--- config.mk ---
export PLATFORM = sky130hd
export DESIGN_NAME = pipe_ctrl
export DESIGN_NICKNAME = d
export VERILOG_FILES = /design/src/rtl/pipe_ctrl.sv
export SDC_FILE = /design/constraint.sdc
export NUM_CORES = 1
export LEC_CHECK = 0
export BUFFER_PORTS_ARGS = -buffer_cell sky130_fd_sc_hd__buf_2
export CAP_MARGIN = 0
export CORE_MARGIN = 2
export CORE_UTILIZATION = 53
export CTS_CLUSTER_DIAMETER = 120
export DETAILED_ROUTE_END_ITERATION = 7
export PLACE_DENSITY = 0.75
export SLEW_MARGIN = 20
export SYNTH_ARGS = -nofsm -noshare
export SYNTH_HDL_FRONTEND = slang
export SYNTH_SLANG_ARGS = --single-unit
--- constraint.sdc ---
create_clock -name clk -period 3.4 [get_ports clk]
set_input_delay 0.51 -clock clk [delete_from_list [all_inputs] [get_ports clk]]
set_output_delay 0.51 -clock clk [all_outputs]
set_load 0.02 [all_outputs]
--- src/rtl/pipe_ctrl.sv ---
// pipe_ctrl: in-order pipeline tracker. Holds one {valid, rd_en, rd, is_load}
// entry per in-flight stage. It picks operand forwarding sources, detects
// load-use hazards, and applies hold and jump-flush rules. It also keeps
// retire and stall counters.
module pipe_ctrl #(
  parameter int STAGES     = 3,
  parameter int RAW        = 5,
  parameter int LOAD_STAGE = 2,
  parameter int JUMP_STAGE = 1,
  parameter int CW         = 32
) (
  input  logic                         clk,
  input  logic                         rst,
  input  logic                         i_dec_valid,
  output logic                         o_dec_ready,
  input  logic                         i_dec_rs1_en,
  input  logic                         i_dec_rs2_en,
  input  logic [RAW-1:0]               i_dec_rs1,
  input  logic [RAW-1:0]               i_dec_rs2,
  input  logic                         i_dec_rd_en,
  input  logic [RAW-1:0]               i_dec_rd,
  input  logic                         i_dec_is_load,
  input  logic                         i_hold,
  input  logic                         i_jump_valid,
  output logic                         o_flush,
  output logic [STAGES-1:0]            o_stage_valid,
  output logic [$clog2(STAGES+1)-1:0]  o_fwd1_sel,
  output logic [$clog2(STAGES+1)-1:0]  o_fwd2_sel,
  output logic                         o_retire_valid,
  output logic [RAW-1:0]               o_retire_rd,
  output logic [CW-1:0]                o_retire_cnt,
  output logic [CW-1:0]                o_stall_cnt
);

  localparam int SW = $clog2(STAGES + 1);
  localparam int LAST = STAGES - 1;

  logic [STAGES-1:0]          vld_q, vld_d;
  logic [STAGES-1:0]          rden_q, rden_d;
  logic [STAGES-1:0]          ld_q, ld_d;
  logic [STAGES-1:0][RAW-1:0] rd_q, rd_d;

  logic                       ret_vld_q;
  logic [RAW-1:0]             ret_rd_q;
  logic [CW-1:0]              ret_cnt_q;
  logic [CW-1:0]              stall_cnt_q;

  logic [STAGES-1:0]          hit1_s, hit2_s;
  logic [SW-1:0]              sel1_s, sel2_s;
  logic                       haz1_s, haz2_s;
  logic                       issue_s;
  logic                       retire_s;
  logic                       stall_s;

  // Per-stage source match; x0 and disabled sources never match.
  always_comb begin
    hit1_s = '0;
    hit2_s = '0;
    for (int k = 0; k < STAGES; k++) begin
      hit1_s[k] = i_dec_rs1_en && (i_dec_rs1 != '0) && vld_q[k] && rden_q[k] && (rd_q[k] == i_dec_rs1);
      hit2_s[k] = i_dec_rs2_en && (i_dec_rs2 != '0) && vld_q[k] && rden_q[k] && (rd_q[k] == i_dec_rs2);
    end
  end

  // Youngest match wins: scan oldest-to-youngest so the lowest stage overrides.
  always_comb begin
    sel1_s = '0;
    sel2_s = '0;
    haz1_s = 1'b0;
    haz2_s = 1'b0;
    for (int k = STAGES - 1; k >= 0; k--) begin
      haz1_s = hit1_s[k] ? (ld_q[k] && (k < LOAD_STAGE)) : haz1_s;
      sel1_s = hit1_s[k] ? ((ld_q[k] && (k < LOAD_STAGE)) ? '0 : SW'(k + 1)) : sel1_s;
      haz2_s = hit2_s[k] ? (ld_q[k] && (k < LOAD_STAGE)) : haz2_s;
      sel2_s = hit2_s[k] ? ((ld_q[k] && (k < LOAD_STAGE)) ? '0 : SW'(k + 1)) : sel2_s;
    end
  end

  assign o_dec_ready = !haz1_s && !haz2_s && !i_hold && !i_jump_valid;
  assign o_flush     = i_jump_valid;
  assign o_fwd1_sel  = sel1_s;
  assign o_fwd2_sel  = sel2_s;
  assign issue_s     = i_dec_valid && o_dec_ready;
  assign retire_s    = vld_q[LAST] && !i_hold;
  assign stall_s     = i_dec_valid && !o_dec_ready;

  // Stage advance: shift on !hold, freeze on hold; jumps flush the younger stages.
  always_comb begin
    vld_d  = vld_q;
    rden_d = rden_q;
    ld_d   = ld_q;
    rd_d   = rd_q;
    if (!i_hold) begin
      for (int k = 1; k < STAGES; k++) begin
        vld_d[k]  = vld_q[k-1];
        rden_d[k] = rden_q[k-1];
        ld_d[k]   = ld_q[k-1];
        rd_d[k]   = rd_q[k-1];
      end
      vld_d[0]  = issue_s;
      rden_d[0] = issue_s && i_dec_rd_en;
      ld_d[0]   = issue_s && i_dec_is_load;
      rd_d[0]   = issue_s ? i_dec_rd : '0;
    end else begin
      vld_d = vld_q;
    end
    // With the pipe moving, the jumping entry leaves a bubble behind it.
    for (int k = 0; k < STAGES; k++) begin
      vld_d[k] = (i_jump_valid && ((k < JUMP_STAGE) || ((k == JUMP_STAGE) && !i_hold))) ? 1'b0 : vld_d[k];
    end
  end

  // Stage entries, retire pulse and counters.
  always_ff @(posedge clk or posedge rst) begin
    if (rst) begin
      vld_q       <= '0;
      rden_q      <= '0;
      ld_q        <= '0;
      rd_q        <= '0;
      ret_vld_q   <= 1'b0;
      ret_rd_q    <= '0;
      ret_cnt_q   <= '0;
      stall_cnt_q <= '0;
    end else begin
      vld_q       <= vld_d;
      rden_q      <= rden_d;
      ld_q        <= ld_d;
      rd_q        <= rd_d;
      ret_vld_q   <= retire_s;
      ret_rd_q    <= (retire_s && rden_q[LAST]) ? rd_q[LAST] : '0;
      ret_cnt_q   <= ret_cnt_q + CW'(retire_s);
      stall_cnt_q <= stall_cnt_q + CW'(stall_s);
    end
  end

  assign o_stage_valid  = vld_q;
  assign o_retire_valid = ret_vld_q;
  assign o_retire_rd    = ret_rd_q;
  assign o_retire_cnt   = ret_cnt_q;
  assign o_stall_cnt    = stall_cnt_q;

endmodule

==> metrics, run 1 <==
status=complete, no violations; EDFF count, synth=0; fill cell count=633; # nets final=525; floorplan core area=7770 sq um; worst slew pin tran=0.649 ns; Post-DRT Antenna Nets=0; first-pass GRT wire length=14400 um; syn_nets=400; largest net degree at the start of global routing=39; share of cells above drive strength 1=0.317; grt total ovfl=0; Die Height=93.8 um; Post-CTS Hold Buffers=0; hold_ws=0.126 ns; Post-synth top cells=dfrtp_1, xnor2_1, nand2_1; Mapped Area=4280 sq um; full die area=8810 sq um; post-cts resize count=0; Tightest Hold Check Type=primary input to async pin; Final Hold Viols=0; prevailing post-synth register cell=dfrtp_1; Critical Path AT=2.60 ns; kind of cell adding the most delay to the critical path=simple AND/OR/NAND/NOR gates; Met2 Routed Length=4300 um; Lkg Pwr=between 2 and 3 nW; crit path buf inv count=3; RSZ-0062 raised after global routing=no; max frequency=322 MHz; crit-path max cell delay=roughly 0.54 ns; Post-Layout Inst Area=5200 sq um; CTS clk-pin slew, worst paths=0.10 ns; max-slew violation count=0; chip width=93.8 um; Worst VDD drop=0.275 mV; drt wl/cell=14.5 um; asr flop ratio synth=1.00; library cells used by synthesis=35; power density cells=438 nW/um^2; DR top layer=met4; I/O Buffers=102; RePlAce Congestion=0.870; Placed Instances=588; CTS max path bufs=2; M1 WL=3960 um; Vias per Instance=5.21; crit path kind=primary input to output pin; YS warnings=0; Clk Latency, worst-skew pair=0.35 ns; sequential area share after synthesis=0.544; critical path capture point type=output pin; Placed Area=5020 sq um; ranking of synthesized cells by area=dfrtp_1, xnor2_1, mux2_2, nand3_1, xor2_1; initial antenna violation count=0; setup violators final=0; max_cap viols=0; crit path cell chain=buf_2, or4_1, o21ai_1, nor3_1, buf_4, or4_1, a21oi_1, buf_2; CTS buffer count=9; overall routing resource usage=0.208; DR iter-0 viols=82; Post-Syn Area per Cell=approximately 11 sq um; Starting Density=0.551; worst endpoint required time=2.89 ns; H-Tree Depth=3; Syn Inst Count=372; share of the synthesized area in the top cell type=0.544; CTS tree=done; drt drc=0; area leader, netlist=dfrtp_1; post-route insts no fill=604; wirelength, routed=8730 um; post-CTS setup buffers=0; Worst Path Max Fanout=3; CTS root buf=clkbuf_8; Rel. slew slack=0.564; Layout Skew=roughly 0.013 ns; vias in the first global route=3002; Row Count=32; n_diodes=0; top-count cell post-synth=dfrtp_1; fin crit share=0.914; Sink Count=between 90 and 100; CP max-delay cell=or4_1; CP Launch Type=primary input; flops & latches, synth=93; area delta synth->final=21.5%; DR WL met3=410 um; min cycle time layout=3.11 ns; drt pass-1 iters=4; vias post-DR=3144; IO Pins=103; Detail Placement HPWL=between 6000 and 7000 um
[final timing paths]
path	from	end	slack, ns	cells after the start
setup / recovery	i_dec_rs2[1]	o_fwd2_sel[1]	0.29	8
hold / removal	rst	o_stall_cnt[18]	0.13	2
setup reg to reg	rd_q[2]	o_stall_cnt[18]	0.38	13
hold reg to reg	o_retire_cnt[31]	o_retire_cnt[31]	0.48	1
max in group asynchronous	rst	o_retire_cnt[28]	2.45	3
min in group clk	i_dec_rd[2]	rd_q[2]	0.39	3
[layer usage]
metal / GRT usage / vias up
met5: 0 / -
met4: 0.0725 / 0
met3: 0.0361 / 6
met2: 0.336 / 90
met1: 0.285 / 1526
li1: - / 1522
[logic make-up (layout without fill, tap and decap cells)]
| group | Yosys count | in the layout | synth area share |
|---|---|---|---|
| and+or+nand+nor | 138 | 138 | 0.177 |
| DFF | 93 | 93 | 0.544 |
| xor gates and xnor gates | 90 | 90 | 0.184 |
| AOI/OAI and AO/OA | 16 | 16 | 0.0275 |
| muxes | 16 | 16 | 0.0415 |
| buffers and inverters | 15 | 145 | 0.0140 |
| adders and majority gates | 4 | 4 | 0.0117 |
[report_power, final]
group          switching [mW]  internal [mW]
registers              0.0896           1.18
logic                   0.195          0.139
clock network           0.384          0.286
[sequential cells by signal (all words and copies together), names as in the netlist]
signal / flops
o_stall_cnt: 32
o_stage_valid: 3
rden_q: 3
o_retire_valid: 1
o_retire_cnt: 32
ld_q: 2
o_retire_rd: 5
rd_q: 15
[final cells by class]
class / instances / area (sq um) / share of cell area
Clock inverter: 5 / 36.3 / 0.00698
Tap cell: 102 / 128 / 0.0246
Clock buffer: 11 / 141 / 0.0272
Inverter: 11 / 42.5 / 0.00819
Timing Repair Buffer: 118 / 631 / 0.121
Multi-Input combinational cell: 264 / 1890 / 0.364
Sequential cell: 93 / 2330 / 0.448
[layout by cell type, fill, tap and decap left out, types with 8 or more instances in the layout]
| cell type | count |
|---|---|
| xnor2_1 | 74 |
| clkbuf_8 | 10 |
| xor2_1 | 16 |
| o21ai_2 | 8 |
| inv_1 | 10 |
| mux2_2 | 14 |
| dfrtp_1 | 93 |
| buf_2 | 102 |
| nor2_1 | 12 |
| nand4_1 | 17 |
| buf_4 | 16 |
| nand3_1 | 28 |
| nand2_1 | 35 |
| and3_1 | 12 |
[worst reg2reg max path, stage by stage (launching register included)]
cell and delay (ns):
dfrtp_1 0.45, xnor2_1 0.17, nand2_1 0.08, or4_4 0.53, a311o_1 0.37, o21a_1 0.20, ha_1 0.19, ha_1 0.20
and3_1 0.20, nand3_1 0.10, buf_4 0.15, nor2_1 0.07, nand3_1 0.11, xnor2_1 0.13
[through the flow]
stage	util	setup WS (ns)	TNS [ns]	power [mW]
finish	0.669	0.293	0	2.27
global route	0.669	0.127	0	2.38
CTS	0.669	0.304	0	2.31
detailed placement	0.646	-0.0187	-0.0187	1.64
global placement	0.646	0.0985	0	1.62
floorplan	-	0.0940	0	1.48
No activity file was read; power rests on OpenSTA's default activity.
==> run 2: changes to the inputs <==
--- a/config.mk
+++ b/config.mk
@@ -9,6 +9,7 @@
 export CAP_MARGIN = 0
 export CORE_MARGIN = 2
 export CORE_UTILIZATION = 53
+export CTS_BUF_LIST = sky130_fd_sc_hd__clkbuf_8 sky130_fd_sc_hd__clkbuf_16
 export CTS_CLUSTER_DIAMETER = 120
 export DETAILED_ROUTE_END_ITERATION = 7
 export PLACE_DENSITY = 0.75
==> run 2 against run 1 <==
Against the previous run: sequential share of layout area is the same; critical path depth is the same; clock skew stayed put; worst hold slack hardly changed; largest cell class unchanged; global-route usage is the same; maximum frequency about the same; die area is the same; worst setup slack about the same; first-iteration DRC count stayed put; via count about the same; cell area stayed put; clock-buffer cell count decreased by 1.
==> metrics, run 2 (same netlist as run 1, synthesis figures left out) <==
most frequent cells in the layout=buf_2, dfrtp_1, xnor2_1, nand2_1, nand3_1; floorplan core area=7770 sq um; CTS max path bufs=2; status=complete, no violations; worst endpoint required time=2.89 ns; RSZ-0062 raised after global routing=no; Lkg Pwr=2.64 nW; Clk Latency, worst-skew pair=between 0.3 and 0.4 ns; Critical Path AT=2.60 ns; Worst Path Max Fanout=3; vias in the first global route=3002; I/O Buffers=approximately 100; first-pass GRT wire length=14400 um; DR iter-0 viols=between 80 and 90; CP Launch Type=primary input; CP max-delay cell=or4_1; post-CTS setup buffers=0; overall routing resource usage=0.208; largest net degree at the start of global routing=39; Starting Density=0.551; chip width=93.8 um; Final Hold Viols=0; Tightest Hold Check Type=primary input to async pin; post-cts resize count=0; worst slew pin tran=0.649 ns; H-Tree Depth=3; n_diodes=0; min cycle time layout=3.11 ns; Worst Slack Setup Final=0.293 ns; crit-path max cell delay=between 0.5 and 0.6 ns; CTS root buf=clkbuf_8; # nets final=around 530; R2R depth=13; drt pass-1 iters=4; area delta synth->final=21.5%; most common library cell in the layout ignoring fill and taps=buf_2; wirelength, routed=approximately 8700 um; RePlAce Congestion=0.870; fin crit share=0.914; IO Pins=between 100 and 150; Pwr Total=about 2.3 mW; Worst Setup SP=i_dec_rs2[1]; crit path cell chain=buf_2, or4_1, o21ai_1, nor3_1, buf_4, or4_1, a21oi_1, buf_2; CTS clk-pin slew, worst paths=0.10 ns; Layout Skew=approximately 0.013 ns; drt drc=0; CTS tree=done; Die Height=around 94 um; hold_ws=0.126 ns; initial antenna violation count=0; CTS buffer count=9; share of cells above drive strength 1=0.317; full die area=8810 sq um; Rel. slew slack=0.564; critical path capture point type=output pin; Worst VDD drop=between 0.2 and 0.3 mV; Sink Count=93; Detail Placement HPWL=6600 um; Vias per Instance=5.20; max-slew violation count=0; Post-DRT Antenna Nets=0; crit path kind=primary input to output pin; setup violators final=0; post-route insts no fill=604; Post-CTS Hold Buffers=0; Post-Place Setup Slack=-0.0187 ns; vias post-DR=between 3000 and 4000; max_cap viols=0; Row Count=32; max frequency=322 MHz; worst r2r src=rd_q[2]; grt total ovfl=0; drt wl/cell=14.5 um; power density cells=437 nW/um^2; Placed Instances=588
==> run 2: worst paths after layout <==
path	end	slack, ns
worst min-delay path	o_stall_cnt[18]	0.13
worst max-delay path	o_fwd2_sel[1]	0.29
min in group clk	rd_q[2]	0.39
max in group asynchronous	o_retire_cnt[28]	2.45
worst min register to register	o_retire_cnt[31]	0.48
worst max register to register	o_stall_cnt[18]	0.38
==> run 2: power breakdown <==
| part | internal (mW) | switching [mW] |
|---|---|---|
| sequential | 1.18 | 0.0895 |
| combinational | 0.139 | 0.195 |
| clock | 0.283 | 0.384 |
==> run 2: metrics by stage <==
stage          setup TNS (ns)  area (sq um)  utilization
4_1_cts                     0          5200        0.669
3_3_place_gp                0          5020        0.646
6_report                    0          5200        0.669
3_5_place_dp          -0.0187          5020        0.646
2_1_floorplan               0          4280            -
5_1_grt                     0          5200        0.669
==> run 2: final cells by class <==
cell class	instances	area (sq um)
Tap cell	102	128
Clock inverter	6	40.0
Sequential cell	93	2330
Inverter	11	42.5
Clock buffer	10	138
Multi-Input combinational cell	264	1890
Fill cell	633	2570
Timing Repair Buffer	118	631
==> run 2: critical path: cells and delay by family <==
family,cells,cell delay [ns]
compound gates,2,0.45
buf+inv,3,0.45
simple gates,3,1.18
==> run 2: routing by layer <==
layer | vias up | track usage | wire length [um]
met5 | - | 0 | 0
met4 | 0 | 0.0725 | 65
met3 | 6 | 0.0361 | 394
met2 | 88 | 0.336 | 4300
met1 | 1526 | 0.285 | 3980
li1 | 1521 | - | -
